===== config.mk =====
export PLATFORM = sky130hd
export DESIGN_NAME = tmu2_join_flat
export DESIGN_NICKNAME = d
export VERILOG_FILES = /design/src/rtl/tmu2_join_pkg.sv /design/src/rtl/tmu2_join_if.sv /design/src/rtl/tmu2_join.sv /design/src/flat_wrapper.sv
export SDC_FILE = /design/constraint.sdc
export NUM_CORES = 1
export LEC_CHECK = 0
export ABC_AREA = 1
export BUFFER_PORTS_ARGS = -buffer_cell sky130_fd_sc_hd__buf_2
export CORE_AREA = 2 2 127 129
export CTS_BUF_LIST = sky130_fd_sc_hd__clkbuf_4
export CTS_CLUSTER_DIAMETER = 80
export DETAILED_ROUTE_END_ITERATION = 8
export DIE_AREA = 0 0 129 131
export HOLD_SLACK_MARGIN = 0.05
export PLACE_DENSITY = 0.57
export SYNTH_ARGS = -nofsm -noshare
export SYNTH_HDL_FRONTEND = slang
export SYNTH_SLANG_ARGS = --single-unit

===== constraint.sdc =====
create_clock -name sys_clk -period 5 [get_ports sys_clk]
set_clock_uncertainty 0.2 [all_clocks]
set_input_delay 0.5 -clock sys_clk [delete_from_list [all_inputs] [get_ports sys_clk]]
set_output_delay 0.5 -clock sys_clk [all_outputs]
set_load 0.05 [all_outputs]

===== src/rtl/tmu2_join_pkg.sv =====
// tmu2_join_pkg: burst geometry shared by the TMU2 split, fetch and join stages, plus the join FSM state type
package tmu2_join_pkg;
   localparam int burst_beats       = 4;
   localparam int burst_bytes       = 32;
   localparam int burst_offset_bits = 5;
   typedef enum logic [1:0] {IDLE, FILL, OUTPUT} state_t;
endpackage


===== src/rtl/tmu2_join_if.sv =====
// tmu2_join_if: fragment, fetch-beat, cache-write and downstream fragment bundle around the join stage
interface tmu2_join_if #(
   parameter int cache_depth = 13,
   parameter int fml_depth   = 26
);
   logic                   frag_pipe_stb_i, frag_pipe_ack_o;
   logic [fml_depth-2:0]   frag_dadr;
   logic [cache_depth-1:0] frag_tadra, frag_tadrb, frag_tadrc, frag_tadrd;
   logic [5:0]             frag_x_frac, frag_y_frac;
   logic                   frag_miss_a, frag_miss_b, frag_miss_c, frag_miss_d;
   logic                   fetch_pipe_stb_i, fetch_pipe_ack_o;
   logic [63:0]            fetch_dat;
   logic                   cache_we;
   logic [cache_depth-4:0] cache_adr;
   logic [63:0]            cache_dat;
   logic                   pipe_stb_o, pipe_ack_i;
   logic [fml_depth-2:0]   dadr;
   logic [cache_depth-1:0] tadra, tadrb, tadrc, tadrd;
   logic [5:0]             x_frac, y_frac;
   modport slave (
      input  frag_pipe_stb_i, frag_dadr, frag_tadra, frag_tadrb, frag_tadrc, frag_tadrd,
             frag_x_frac, frag_y_frac, frag_miss_a, frag_miss_b, frag_miss_c, frag_miss_d,
             fetch_pipe_stb_i, fetch_dat, pipe_ack_i,
      output frag_pipe_ack_o, fetch_pipe_ack_o, cache_we, cache_adr, cache_dat,
             pipe_stb_o, dadr, tadra, tadrb, tadrc, tadrd, x_frac, y_frac
   );
   modport master (
      output frag_pipe_stb_i, frag_dadr, frag_tadra, frag_tadrb, frag_tadrc, frag_tadrd,
             frag_x_frac, frag_y_frac, frag_miss_a, frag_miss_b, frag_miss_c, frag_miss_d,
             fetch_pipe_stb_i, fetch_dat, pipe_ack_i,
      input  frag_pipe_ack_o, fetch_pipe_ack_o, cache_we, cache_adr, cache_dat,
             pipe_stb_o, dadr, tadra, tadrb, tadrc, tadrd, x_frac, y_frac
   );
endinterface


===== src/rtl/tmu2_join.sv =====
// tmu2_join: writes each missed texel burst into the texel cache, then hands the fragment downstream
module tmu2_join
   import tmu2_join_pkg::*;
#(
   parameter int cache_depth = 13,
   parameter int fml_depth   = 26
) (
   input  logic sys_clk,
   input  logic sys_rst,
   output logic busy,
   tmu2_join_if.slave bus
);
   state_t                 state, next_state;
   logic [3:0]             pend, pend_left;
   logic [1:0]             beat, sel;
   logic                   last_beat, accept;
   logic [cache_depth-1:0] tadr [4];
   logic [fml_depth-2:0]   dadr_q;
   logic [5:0]             x_frac_q, y_frac_q;

   // texels are serviced lowest-letter first; sel points at the one currently filling
   assign sel       = pend[0] ? 2'd0 : pend[1] ? 2'd1 : pend[2] ? 2'd2 : 2'd3;
   assign pend_left = pend & ~(4'b0001 << sel);
   assign accept    = (state == IDLE) & bus.frag_pipe_stb_i;
   assign last_beat = bus.cache_we & (beat == 2'(burst_beats - 1));

   assign busy                 = state != IDLE;
   assign bus.frag_pipe_ack_o  = state == IDLE;
   assign bus.pipe_stb_o       = state == OUTPUT;
   // reset gates the fetch ack so a beat arriving with reset is neither acked nor written
   assign bus.fetch_pipe_ack_o = (state == FILL) & ~sys_rst;
   assign bus.cache_we         = bus.fetch_pipe_stb_i & bus.fetch_pipe_ack_o;
   assign bus.cache_adr        = {tadr[sel][cache_depth-1:burst_offset_bits], beat};
   assign bus.cache_dat        = bus.fetch_dat;

   assign bus.dadr   = dadr_q;
   assign bus.tadra  = tadr[0];
   assign bus.tadrb  = tadr[1];
   assign bus.tadrc  = tadr[2];
   assign bus.tadrd  = tadr[3];
   assign bus.x_frac = x_frac_q;
   assign bus.y_frac = y_frac_q;

   // next state: accept -> fill missed bursts (if any) -> present downstream
   always_comb begin
      next_state = state;
      case (state)
         IDLE:    next_state = accept ? (|{bus.frag_miss_d, bus.frag_miss_c, bus.frag_miss_b, bus.frag_miss_a} ? FILL : OUTPUT) : IDLE;
         FILL:    next_state = (last_beat && pend_left == 4'd0) ? OUTPUT : FILL;
         OUTPUT:  next_state = bus.pipe_ack_i ? IDLE : OUTPUT;
         default: next_state = IDLE;
      endcase
   end

   // control state: FSM register, pending-texel flags and beat position
   always_ff @(posedge sys_clk) begin
      if (sys_rst) begin
         state <= IDLE;
         pend  <= 4'd0;
         beat  <= 2'd0;
      end else begin
         state <= next_state;
         if (accept) begin
            pend <= {bus.frag_miss_d, bus.frag_miss_c, bus.frag_miss_b, bus.frag_miss_a};
            beat <= 2'd0;
         end else if (bus.cache_we) begin
            beat <= beat + 2'd1;
            if (last_beat) pend <= pend_left;
         end
      end
   end

   // fragment fields are captured on accept and held until the next accept
   always_ff @(posedge sys_clk) begin
      if (accept) begin
         dadr_q   <= bus.frag_dadr;
         tadr[0]  <= bus.frag_tadra;
         tadr[1]  <= bus.frag_tadrb;
         tadr[2]  <= bus.frag_tadrc;
         tadr[3]  <= bus.frag_tadrd;
         x_frac_q <= bus.frag_x_frac;
         y_frac_q <= bus.frag_y_frac;
      end
   end
endmodule


===== src/flat_wrapper.sv =====
// flat-port wrapper written by rule: the top's interface ports become plain ports
module tmu2_join_flat import tmu2_join_pkg::*;
#(
   parameter int cache_depth = 13,
   parameter int fml_depth   = 26
)
  (sys_clk, sys_rst, busy, bus_frag_pipe_stb_i, bus_frag_dadr, bus_frag_tadra, bus_frag_tadrb, bus_frag_tadrc, bus_frag_tadrd, bus_frag_x_frac, bus_frag_y_frac, bus_frag_miss_a, bus_frag_miss_b, bus_frag_miss_c, bus_frag_miss_d, bus_fetch_pipe_stb_i, bus_fetch_dat, bus_pipe_ack_i, bus_frag_pipe_ack_o, bus_fetch_pipe_ack_o, bus_cache_we, bus_cache_adr, bus_cache_dat, bus_pipe_stb_o, bus_dadr, bus_tadra, bus_tadrb, bus_tadrc, bus_tadrd, bus_x_frac, bus_y_frac);
  tmu2_join_if #(.cache_depth(cache_depth), .fml_depth(fml_depth)) bus_i ();
  input  logic sys_clk;
  input  logic sys_rst;
  output logic busy;
  input wire logic [$bits(bus_i.frag_pipe_stb_i)-1:0] bus_frag_pipe_stb_i;
  input wire logic [$bits(bus_i.frag_dadr)-1:0] bus_frag_dadr;
  input wire logic [$bits(bus_i.frag_tadra)-1:0] bus_frag_tadra;
  input wire logic [$bits(bus_i.frag_tadrb)-1:0] bus_frag_tadrb;
  input wire logic [$bits(bus_i.frag_tadrc)-1:0] bus_frag_tadrc;
  input wire logic [$bits(bus_i.frag_tadrd)-1:0] bus_frag_tadrd;
  input wire logic [$bits(bus_i.frag_x_frac)-1:0] bus_frag_x_frac;
  input wire logic [$bits(bus_i.frag_y_frac)-1:0] bus_frag_y_frac;
  input wire logic [$bits(bus_i.frag_miss_a)-1:0] bus_frag_miss_a;
  input wire logic [$bits(bus_i.frag_miss_b)-1:0] bus_frag_miss_b;
  input wire logic [$bits(bus_i.frag_miss_c)-1:0] bus_frag_miss_c;
  input wire logic [$bits(bus_i.frag_miss_d)-1:0] bus_frag_miss_d;
  input wire logic [$bits(bus_i.fetch_pipe_stb_i)-1:0] bus_fetch_pipe_stb_i;
  input wire logic [$bits(bus_i.fetch_dat)-1:0] bus_fetch_dat;
  input wire logic [$bits(bus_i.pipe_ack_i)-1:0] bus_pipe_ack_i;
  output wire logic [$bits(bus_i.frag_pipe_ack_o)-1:0] bus_frag_pipe_ack_o;
  output wire logic [$bits(bus_i.fetch_pipe_ack_o)-1:0] bus_fetch_pipe_ack_o;
  output wire logic [$bits(bus_i.cache_we)-1:0] bus_cache_we;
  output wire logic [$bits(bus_i.cache_adr)-1:0] bus_cache_adr;
  output wire logic [$bits(bus_i.cache_dat)-1:0] bus_cache_dat;
  output wire logic [$bits(bus_i.pipe_stb_o)-1:0] bus_pipe_stb_o;
  output wire logic [$bits(bus_i.dadr)-1:0] bus_dadr;
  output wire logic [$bits(bus_i.tadra)-1:0] bus_tadra;
  output wire logic [$bits(bus_i.tadrb)-1:0] bus_tadrb;
  output wire logic [$bits(bus_i.tadrc)-1:0] bus_tadrc;
  output wire logic [$bits(bus_i.tadrd)-1:0] bus_tadrd;
  output wire logic [$bits(bus_i.x_frac)-1:0] bus_x_frac;
  output wire logic [$bits(bus_i.y_frac)-1:0] bus_y_frac;
  assign bus_i.frag_pipe_stb_i = bus_frag_pipe_stb_i;
  assign bus_i.frag_dadr = bus_frag_dadr;
  assign bus_i.frag_tadra = bus_frag_tadra;
  assign bus_i.frag_tadrb = bus_frag_tadrb;
  assign bus_i.frag_tadrc = bus_frag_tadrc;
  assign bus_i.frag_tadrd = bus_frag_tadrd;
  assign bus_i.frag_x_frac = bus_frag_x_frac;
  assign bus_i.frag_y_frac = bus_frag_y_frac;
  assign bus_i.frag_miss_a = bus_frag_miss_a;
  assign bus_i.frag_miss_b = bus_frag_miss_b;
  assign bus_i.frag_miss_c = bus_frag_miss_c;
  assign bus_i.frag_miss_d = bus_frag_miss_d;
  assign bus_i.fetch_pipe_stb_i = bus_fetch_pipe_stb_i;
  assign bus_i.fetch_dat = bus_fetch_dat;
  assign bus_i.pipe_ack_i = bus_pipe_ack_i;
  assign bus_frag_pipe_ack_o = bus_i.frag_pipe_ack_o;
  assign bus_fetch_pipe_ack_o = bus_i.fetch_pipe_ack_o;
  assign bus_cache_we = bus_i.cache_we;
  assign bus_cache_adr = bus_i.cache_adr;
  assign bus_cache_dat = bus_i.cache_dat;
  assign bus_pipe_stb_o = bus_i.pipe_stb_o;
  assign bus_dadr = bus_i.dadr;
  assign bus_tadra = bus_i.tadra;
  assign bus_tadrb = bus_i.tadrb;
  assign bus_tadrc = bus_i.tadrc;
  assign bus_tadrd = bus_i.tadrd;
  assign bus_x_frac = bus_i.x_frac;
  assign bus_y_frac = bus_i.y_frac;
  tmu2_join #(.cache_depth(cache_depth), .fml_depth(fml_depth)) u_core (.sys_clk(sys_clk), .sys_rst(sys_rst), .busy(busy), .bus(bus_i));
endmodule

# Word level (Yosys, flattened, before mapping)
# Memory sizes are Yosys's and may differ from the RTL's.
# Index checks and enable logic that the tools add are counted.
word_totals:
  out_inout_bits: 168
  wordCells: 41
  reg_bits: 45
  n_memories: 1
  ram_bits: 52
memory_table:
  columns: ["memory", "depth", "width", "read_ports", "rd_clocked_by_memory_dff", "write_ports", "line_no", "source"]
  rows:
  - ["u_core.tadr", 4, 13, 5, 0, 4, "tmu2_join.sv:17", "logic [cache_depth-1:0] tadr [4];"]
op_classes:
  n_bitwise: 7
  n_eq_ne: 3
  n_reduce_logical: 9
  shifts: 1
  add_sub_neg: 1
  n_mux: 13
op_table:
  columns: ["op", "n"]
  rows:
  - ["two-way mux 2 bit", 6]
  - ["two-way mux 4 bit", 3]
  - ["case mux 2 bit (3 select lines)", 1]
  - ["nonzero test 2 bit", 3]
  - ["bitwise AND 1 bit", 4]
  - ["bitwise AND 4 bit", 1]
  - ["equality test 2 bit (second input constant)", 2]
  - ["zero test 4 bit", 1]
  - ["inverter 4 bit", 1]
  - ["OR reduction 4 bit", 1]
  - ["<< shifter 1 x 2 -> 4 bit (first input constant)", 1]
  - ["two-way mux 1 bit", 3]
  - ["adder 2 x 1 -> 2 bit (second input constant)", 1]
  - ["equality test 2 x 1 -> 1 bit (second input constant)", 1]
  - ["zero test 2 bit", 1]
  - ["AND reduction 2 bit", 1]
  - ["OR reduction 2 bit", 1]
  - ["logical AND 1 bit", 1]
  - ["inverter 1 bit", 1]

# Logic depth before layout (Yosys ltp)
# Gate-level depths: netlist (run 1).
depth:
  word_depth: 10
  depth_mapped: 7
  mapped_depth_nobuf: 7

# Worst setup path before layout (run 1)
# OpenSTA, ideal clock, no wires.
synth_path:
  kind: "reg2out"
  from: "memory u_core.tadr[0][5]"
  to: "output bus_cache_adr[2]"
  setup_slack_ns: 2.702
  required_time_ns: 4.300
  path_stages_with_launch: 3
  n_path_buf: 0
  t_arrival_ns: 1.598
  cell_sequence: "edfxtp_1 -> o21ai_0 -> o211ai_1"
synth_lines:
  columns: ["element", "line_no", "source"]
  rows:
  - ["from (decl)", "tmu2_join.sv:17", null]
  - ["to (decl)", "flat_wrapper.sv:30", "output wire logic [$bits(bus_i.cache_adr)-1:0] bus_cache_adr;"]

# Worst setup path in the final report (run 1)
layout_path:
  from: "register u_core.pend[2]"
  to: "output bus_cache_adr[9]"
layout_between:
  elab_chain_len: 4
layout_rtl:
  columns: ["element", "line_no", "source"]
  rows:
  - ["from (decl)", "tmu2_join.sv:14", "logic [3:0] pend, pend_left;"]
  - ["from (signal assigned)", "tmu2_join.sv:64", "pend <= {bus.frag_miss_d, bus.frag_miss_c, bus.frag_miss_b, bus.frag_miss_a};"]
  - ["from (signal assigned)", "tmu2_join.sv:68", "if (last_beat) pend <= pend_left;"]
  - ["two-way mux 1 bit", "tmu2_join.sv:22", "assign sel = pend[0] ? 2'd0 : pend[1] ? 2'd1 : pend[2] ? 2'd2 : 2'd3;"]
  - ["two-way mux 2 bit (2 in series)", "tmu2_join.sv:22", null]
  - ["memory read (4 x 13 bit)", null, null]
# Every way passes these cells.

==> results of run 1 <==
==> final timing paths <==
path,startpoint,endpoint,cells after the start
max,u_core.pend[2]$_SDFFE_PP0P_,bus_cache_adr[9],5
min,bus_frag_miss_a,u_core.pend[0]$_SDFFE_PP0P_,3
max reg2reg,u_core.state[1]$_SDFF_PP0_,u_core.pend[1]$_SDFFE_PP0P_,6
min reg2reg,u_core.beat[1]$_SDFFE_PP0P_,u_core.beat[1]$_SDFFE_PP0P_,2
==> synthesized netlist by cell type <==
cell       n  share of area
nor2_1    14          0.014
inv_1      6         0.0058
ha_1       1         0.0032
a31oi_1    1         0.0016
nand3_2    2         0.0052
clkinv_4   1         0.0023
nand2_1   14          0.014
clkinv_1   1        0.00097
buf_4     64           0.12
edfxtp_1  89           0.69
nand2_4    1         0.0029
nor2_2     2         0.0032
inv_2      4         0.0039
nand2_2    3         0.0048
o21ai_0   12          0.015
buf_2      3         0.0039
nand3_1   18          0.023
a21oi_1    5         0.0065
o211ai_1   8          0.015
nor3_2     1         0.0026
nor2_4     1         0.0029
xor2_1     1         0.0023
o21ai_1    1         0.0013
nor3_1     8          0.010
dfxtp_1    8          0.041
==> per-layer routing <==
metal  wire length [um]  vias to the layer above  global-route usage
li1                   -                     1366                   -
met5                  0                        -                   0
met3               1418                       34             0.05945
met4                436                        0             0.07417
met1               4058                     1392              0.1402
met2               7346                      199              0.2817
==> area by class of cell <==
cell class,count,area share
clock buffer,9,0.01190
timing repair buffer,291,0.3359
antenna,1,0.0004408
tap,216,0.04761
sequential,97,0.4990
inverter,12,0.008816
multi-input combinational,93,0.08750
clock inverter,7,0.008816
==> power breakdown <==
part           switching (uW)  leakage, uW  internal (uW)
Sequential               28.4     0.000918            951
Combinational             326      0.00139            132
Clock                     282    0.0000681            108
Total                     636      0.00237           1190
==> sequential cells by signal (all words and copies together) (netlist names) <==
register	count
u_core.bus.x_frac	6
u_core.tadr	52
u_core.bus.dadr	25
u_core.bus.y_frac	6
u_core.beat	2
u_core.state	2
u_core.pend	4
==> worst max-delay path, stage by stage, from the launching register on <==
cell	delay, ns
dfxtp_1	0.63
inv_2	0.21
nor2_1	0.46
nor3_1	0.09
o211ai_1	0.28
buf_2	0.33
==> cell usage in the layout, fill, tap and decap left out, drive strengths merged, types with 8 or more instances in the layout <==
cell type    Yosys  layout
nand2           18      18
o211ai           8       8
dlygate4sd3      0      90
inv             10      14
nand3           20      20
edfxtp          89      89
clkbuf           0       9
nor3             9       9
o21ai           13      13
nor2            17      17
dfxtp            8       8
buf             67     201
==> what timing repair did <==
item	CTS	global route
hold buffers	90	0
hold endpoints to repair	92	0
setup buffers	0	0
==> cell families after synthesis <==
group / share of synthesized area
buffers and inverters: 0.1408
AO/OA/AOI/OAI: 0.04036
adder cells (fa/ha/maj): 0.003228
AND/OR/NAND/NOR: 0.08234
flip-flops: 0.7310
XOR/XNOR: 0.002261
==> per-stage QoR <==
step	hold WS, ns	std cells	util	setup WS, ns
finish	0.1277	726	0.3640	1.867
CTS	0.09019	725	0.3638	1.831
floorplan	0.3272	269	-	2.702
global placement	0.2717	619	0.2985	2.407
global route	0.1043	726	0.3640	1.646
detailed placement	0.2822	619	0.2985	2.370
==> results.ini, run 1 <==
[die]
die_h_um = 131
io_pins = 330
die_w_um = 129
start_util = 0.2484
fp-row-count = 46
core_region_area_mm2 = 0.01560
dieArea_mm2 = 0.01690

[placed_design]
gp_congestion = 0.7385
place_area_mm2 = 0.004656
io_buffers = 201
hpwl_um = 9945

[drt]
dr.first_iter.drc_count = 117
wl_um = 13260
ant_nets = 0
via_count = 2991
firstDrtPassIters = 4
vias_per_cell = 4.120
wl_per_cell_um = 18.26
drc = 0

[cts]
cts_tree = yes
clock_path_buffers = 2
cts_buffers = 9
clock-sinks = 97
clock_latency_ns = 0.44
cts-root-buf = clkbuf_4
htree_levels = 3
clk_pin_slew_worst_paths_ns = 0.16
ctsResizeCount = 0

[timing]
period_share = 0.6267
maxSlewHeadroom = 0.4245
slew_viol_final = 0
tightest_slew_ns = 0.8633
hold_viol = 0
tns_ns = 0
max_freq_mhz = 319.2
finalSetupViolCount = 0
finalCriticalPeriod_ns = 3.133
rsz0062_at_grt = no

[final_layout]
fillers = 1537
syn_to_final_growth_pct = 46.50
final_cell_area_mm2 = 0.005677
multi_input_area_um2 = 496.7
drive_gt1_frac = 0.4519
nNetsFinal = 667
seqCellArea_mm2 = 0.002833

[grt]
grt_pass1_wl_um = 18260
grt_max_degree = 98
grt_overflow_total = 0
grt.total_usage = 0.1494
antenna_found_initial = 1
grt_pass1_vias = 3049

[synthesis]
avgSynthCellArea_um2 = 14.41
ys_ff_latch = 97
synth-seq-area-share = 0.7310
synth_cell_types = 25
yosys_warnings = 0
netlist_area_mm2 = 0.003875
synthesis.nets = 432
synthCells = 269

[pwr]
leakage_uw = 0.002373
ir_worst_vdd_mv = 0.1599
power_per_cell_area_mw_per_mm2 = 321.9
total_power_uw = 1827

[worst_setup_path]
cp_max_fo = 11
arrival_ns = 2.43
start_kind = register
critical_path_class = reg2out
cp-end-kind = output pin
critical_path_required_ns = 4.30
rrSetupSlack_ns = 2.86

[min_path]
hold_path.class = in2reg

[status]
status = complete, no violations

[flow_run]
maxCapViolations = 0

(Power assumes the default switching activity.)
==> inputs of run 2 (changes only) <==
--- a/config.mk
+++ b/config.mk
@@ -5,15 +5,15 @@
 export SDC_FILE = /design/constraint.sdc
 export NUM_CORES = 1
 export LEC_CHECK = 0
-export ABC_AREA = 1
+export ABC_AREA = 0
 export BUFFER_PORTS_ARGS = -buffer_cell sky130_fd_sc_hd__buf_2
-export CORE_AREA = 2 2 127 129
+export CORE_AREA = 2 2 129 131
 export CTS_BUF_LIST = sky130_fd_sc_hd__clkbuf_4
 export CTS_CLUSTER_DIAMETER = 80
 export DETAILED_ROUTE_END_ITERATION = 8
-export DIE_AREA = 0 0 129 131
+export DIE_AREA = 0 0 131 133
 export HOLD_SLACK_MARGIN = 0.05
-export PLACE_DENSITY = 0.57
+export PLACE_DENSITY = 0.56
 export SYNTH_ARGS = -nofsm -noshare
 export SYNTH_HDL_FRONTEND = slang
 export SYNTH_SLANG_ARGS = --single-unit
==> constraint.sdc (replaced) <==
create_clock -name sys_clk -period 3.1 [get_ports sys_clk]
set_clock_uncertainty 0.2 [all_clocks]
set_input_delay 0.31 -clock sys_clk [delete_from_list [all_inputs] [get_ports sys_clk]]
set_output_delay 0.31 -clock sys_clk [all_outputs]
set_load 0.05 [all_outputs]
==> run 2 against run 1 <==
Net effect: clock-buffer cell count stayed put; setup slack worse by 1.5 ns; first-iteration DRC count is 21% higher; final cell count is 2.3% lower; area after synthesis is 0.68% higher; largest power group unchanged.
==> results.ini, run 2 <==
[status]
status = complete, no violations

[placed_design]
gp_congestion = 0.7369  ; -0.22%
io_buffers = 201  ; unchanged
hpwl_um = 8709  ; -12%
dp_cells = 591  ; -4.5%

[synthesis]
synthArstFlopShare = 0  ; unchanged
synth_common_cells = edfxtp_1, buf_4, mux2i_1, nand2_1, o21ai_0
avgSynthCellArea_um2 = 16.26  ; +13%
synth_top_cell_area_share = 0.6851  ; -0.004645
netlist_area_mm2 = 0.003901  ; +0.68%
synth_flop_cell = edfxtp_1
ys_ff_latch = 97  ; unchanged
synthCells = 240  ; -11%
synth_cell_types = 34  ; +36%
synthesis.nets = 403  ; -6.7%
synthTopCellsByArea = edfxtp_1, buf_4, dfxtp_1, mux2i_1, mux2_2
synth-seq-area-share = 0.7261  ; -0.004924
yosys_warnings = 0  ; unchanged
synth_largest_area_cell = edfxtp_1
synth_enable_flop_cells = 89  ; unchanged
yosysMostFrequentCell = edfxtp_1

[grt]
antenna_found_initial = 1  ; unchanged
grt_pass1_vias = 3089  ; +1.3%
grt_overflow_total = 0  ; unchanged
grt_pass1_wl_um = 17930  ; -1.8%
grt.total_usage = 0.1412  ; -0.008177
grt_max_degree = 98  ; unchanged

[die]
start_util = 0.2412  ; -0.007198
die_w_um = 131  ; +1.6%
io_pins = 330  ; unchanged
die_h_um = 133  ; +1.5%
dieArea_mm2 = 0.01742  ; +3.1%
fp-row-count = 47  ; +2.2%
core_region_area_mm2 = 0.01617  ; +3.7%

[worst_setup_path]
crit_chain = dlygate4sd3_1 -> buf_2 -> nor3b_4 -> buf_12 -> nand3b_1 -> dlygate4sd3_1 -> o21ai_0 -> dlygate4sd3_1
reg2reg_depth = 6  ; unchanged
critical_path_required_ns = 3.32  ; -0.98 ns
rrSetupSlack_ns = 0.36  ; -2.50 ns
crit-reg2reg-capture = u_core.pend[0]$_SDFFE_PP0P_
cp_max_fo = 97  ; +86
crit_cells = 8  ; +3
cp_top_family = buffers and inverters
worstReg2RegStart = u_core.state[1]$_SDFF_PP0_
crit_top_cell = dlygate4sd3_1
slowest_stage = dlygate4sd3_1
critical_path_class = in2reg
slowest_delay_ns = 0.57  ; -0.06 ns
crit_buf_inv = 5  ; +3
arrival_ns = 2.99  ; +0.56 ns
start_kind = input pin
cp-end-kind = register

[drt]
wl_per_cell_um = 17.67  ; -3.3%
drc = 0  ; unchanged
vias_per_cell = 4.042  ; -1.9%
dr.first_iter.drc_count = 141  ; +21%
firstDrtPassIters = 4  ; unchanged
ant_nets = 0  ; unchanged
wl_um = 12530  ; -5.5%
via_count = 2866  ; -4.2%

[flow_run]
maxCapViolations = 0  ; unchanged

[cts]
ctsResizeCount = 0  ; unchanged
clk_pin_slew_worst_paths_ns = 0.16  ; about the same
clock-sinks = 97  ; unchanged
postCtsSetupBuffers = 0  ; unchanged
cts_buffers = 9  ; unchanged
cts_tree = yes
postCtsHoldBufs = 101  ; +12%
clock_path_buffers = 2  ; unchanged
htree_levels = 3  ; unchanged
clock_latency_ns = 0.46  ; +0.02 ns
cts-root-buf = clkbuf_4

[min_path]
hold_path.class = in2reg
hp-start = bus_frag_miss_b
whs_endpoint = u_core.state[0]$_SDFF_PP0_
min_delay_path_depth = 4  ; +1

[pwr]
power.switching_uw = 952.0  ; +50%
seq_power_share = 0.545  ; +0.009
clkPwrFrac = 0.226  ; +0.013
leakage_uw = 0.002368  ; -0.22%
p_int_uw = 1917  ; +61%
ir_worst_vdd_mv = 0.3027  ; +89%
power_per_cell_area_mw_per_mm2 = 492.5  ; +53%
netSwitchingFraction = 0.3319  ; -0.01643
comb_power_share = 0.229  ; -0.022

[final_layout]
final_cell_mix = buf_2, dlygate4sd3_1, edfxtp_1
regMostFlops = u_core.tadr
fillers = 1547  ; +0.65%
syn_to_final_growth_pct = 49.29
largest_reg_flops = 52  ; unchanged
final_common_cell = buf_2
nNetsFinal = 646  ; -3.1%
drive_gt1_frac = 0.4693  ; +0.01740
layout.cells.non_filler = 709  ; -2.3%

[timing]
maxSlewHeadroom = 0.4813  ; +0.05680
period_share = 0.8912
finalCriticalPeriod_ns = 2.763
tightest_slew_ns = 0.7771  ; -0.08627 ns
finalSetupViolCount = 0  ; unchanged
max_freq_mhz = 362.0
tns_ns = 0  ; unchanged
hold_viol = 0  ; unchanged
rsz0062_at_grt = no
slew_viol_final = 0  ; unchanged

## run 2: worst register-to-register path: cells and delay by family, from the launching register on
kind / cells / cell delay (ns)
simple gates: 2 / 0.48
compound gates: 1 / 0.06
flops: 1 / 0.44
buf+inv: 3 / 1.54
## run 2: cell families after synthesis
family / after synthesis / synth area share
xor+xnor: 1 / 0.002245
buf+inv: 74 / 0.1382
fa+ha+maj: 1 / 0.003207
simple gates: 26 / 0.04073
mux: 18 / 0.04875
compound gates: 23 / 0.04073
flops: 97 / 0.7261
## run 2: stage by stage
stage / setup slack [ns] / total power [uW] / cell area, um2 / utilization / hold slack, ns
after floorplan: 0.6692 / 2195 / 3901 / - / 0.2089
after global placement: 0.9190 / 2143 / 4681 / 0.2894 / 0.2862
after detailed placement: 0.8947 / 2151 / 4681 / 0.2894 / 0.2881
after CTS: 0.2833 / 2888 / 5822 / 0.3600 / 0.1188
after global routing: 0.1939 / 2981 / 5824 / 0.3602 / 0.2072
final: 0.3374 / 2869 / 5824 / 0.3602 / 0.1778
## run 2: worst max-delay path by stage
stage	start	end	slack (ns)
finish	bus_frag_pipe_stb_i	u_core.pend[0]$_SDFFE_PP0P_	0.34
global route	u_core.state[1]$_SDFF_PP0_	u_core.pend[0]$_SDFFE_PP0P_	0.19
CTS	u_core.state[0]$_SDFF_PP0_	u_core.pend[0]$_SDFFE_PP0P_	0.28
detailed placement	u_core.pend[2]$_SDFFE_PP0P_	bus_cache_adr[9]	0.89
global placement	u_core.pend[2]$_SDFFE_PP0P_	bus_cache_adr[3]	0.92
floorplan	u_core.state[0]$_SDFF_PP0_	u_core.state[1]$_SDFF_PP0_	0.67
## run 2: routing by layer
layer	routed length, um	share of wire	GRT usage
met5	0	0	0
met1	4018	0.32	0.1332
met4	420	0.034	0.07329
met2	6731	0.54	0.2559
met3	1355	0.11	0.05863
## run 2: power groups by stage
stage	Clock (uW)	Sequential, uW	Combinational (uW)
2_1_floorplan	0	1820	380
3_3_place_gp	0	1590	552
3_5_place_dp	0	1590	557
4_1_cts	667	1570	655
5_1_grt	721	1570	685
6_report	647	1560	657
## run 2: area by class of cell
class                      instances  area [um2]  area share
clock buffer                       9       67.56     0.01160
tap                              220       275.3     0.04726
multi-input combinational         69       535.5     0.09194
inverter                           3       11.26    0.001933
timing repair buffer             303        2037      0.3497
antenna                            1       2.502   0.0004296
sequential                        97        2833      0.4864
clock inverter                     7       62.56     0.01074
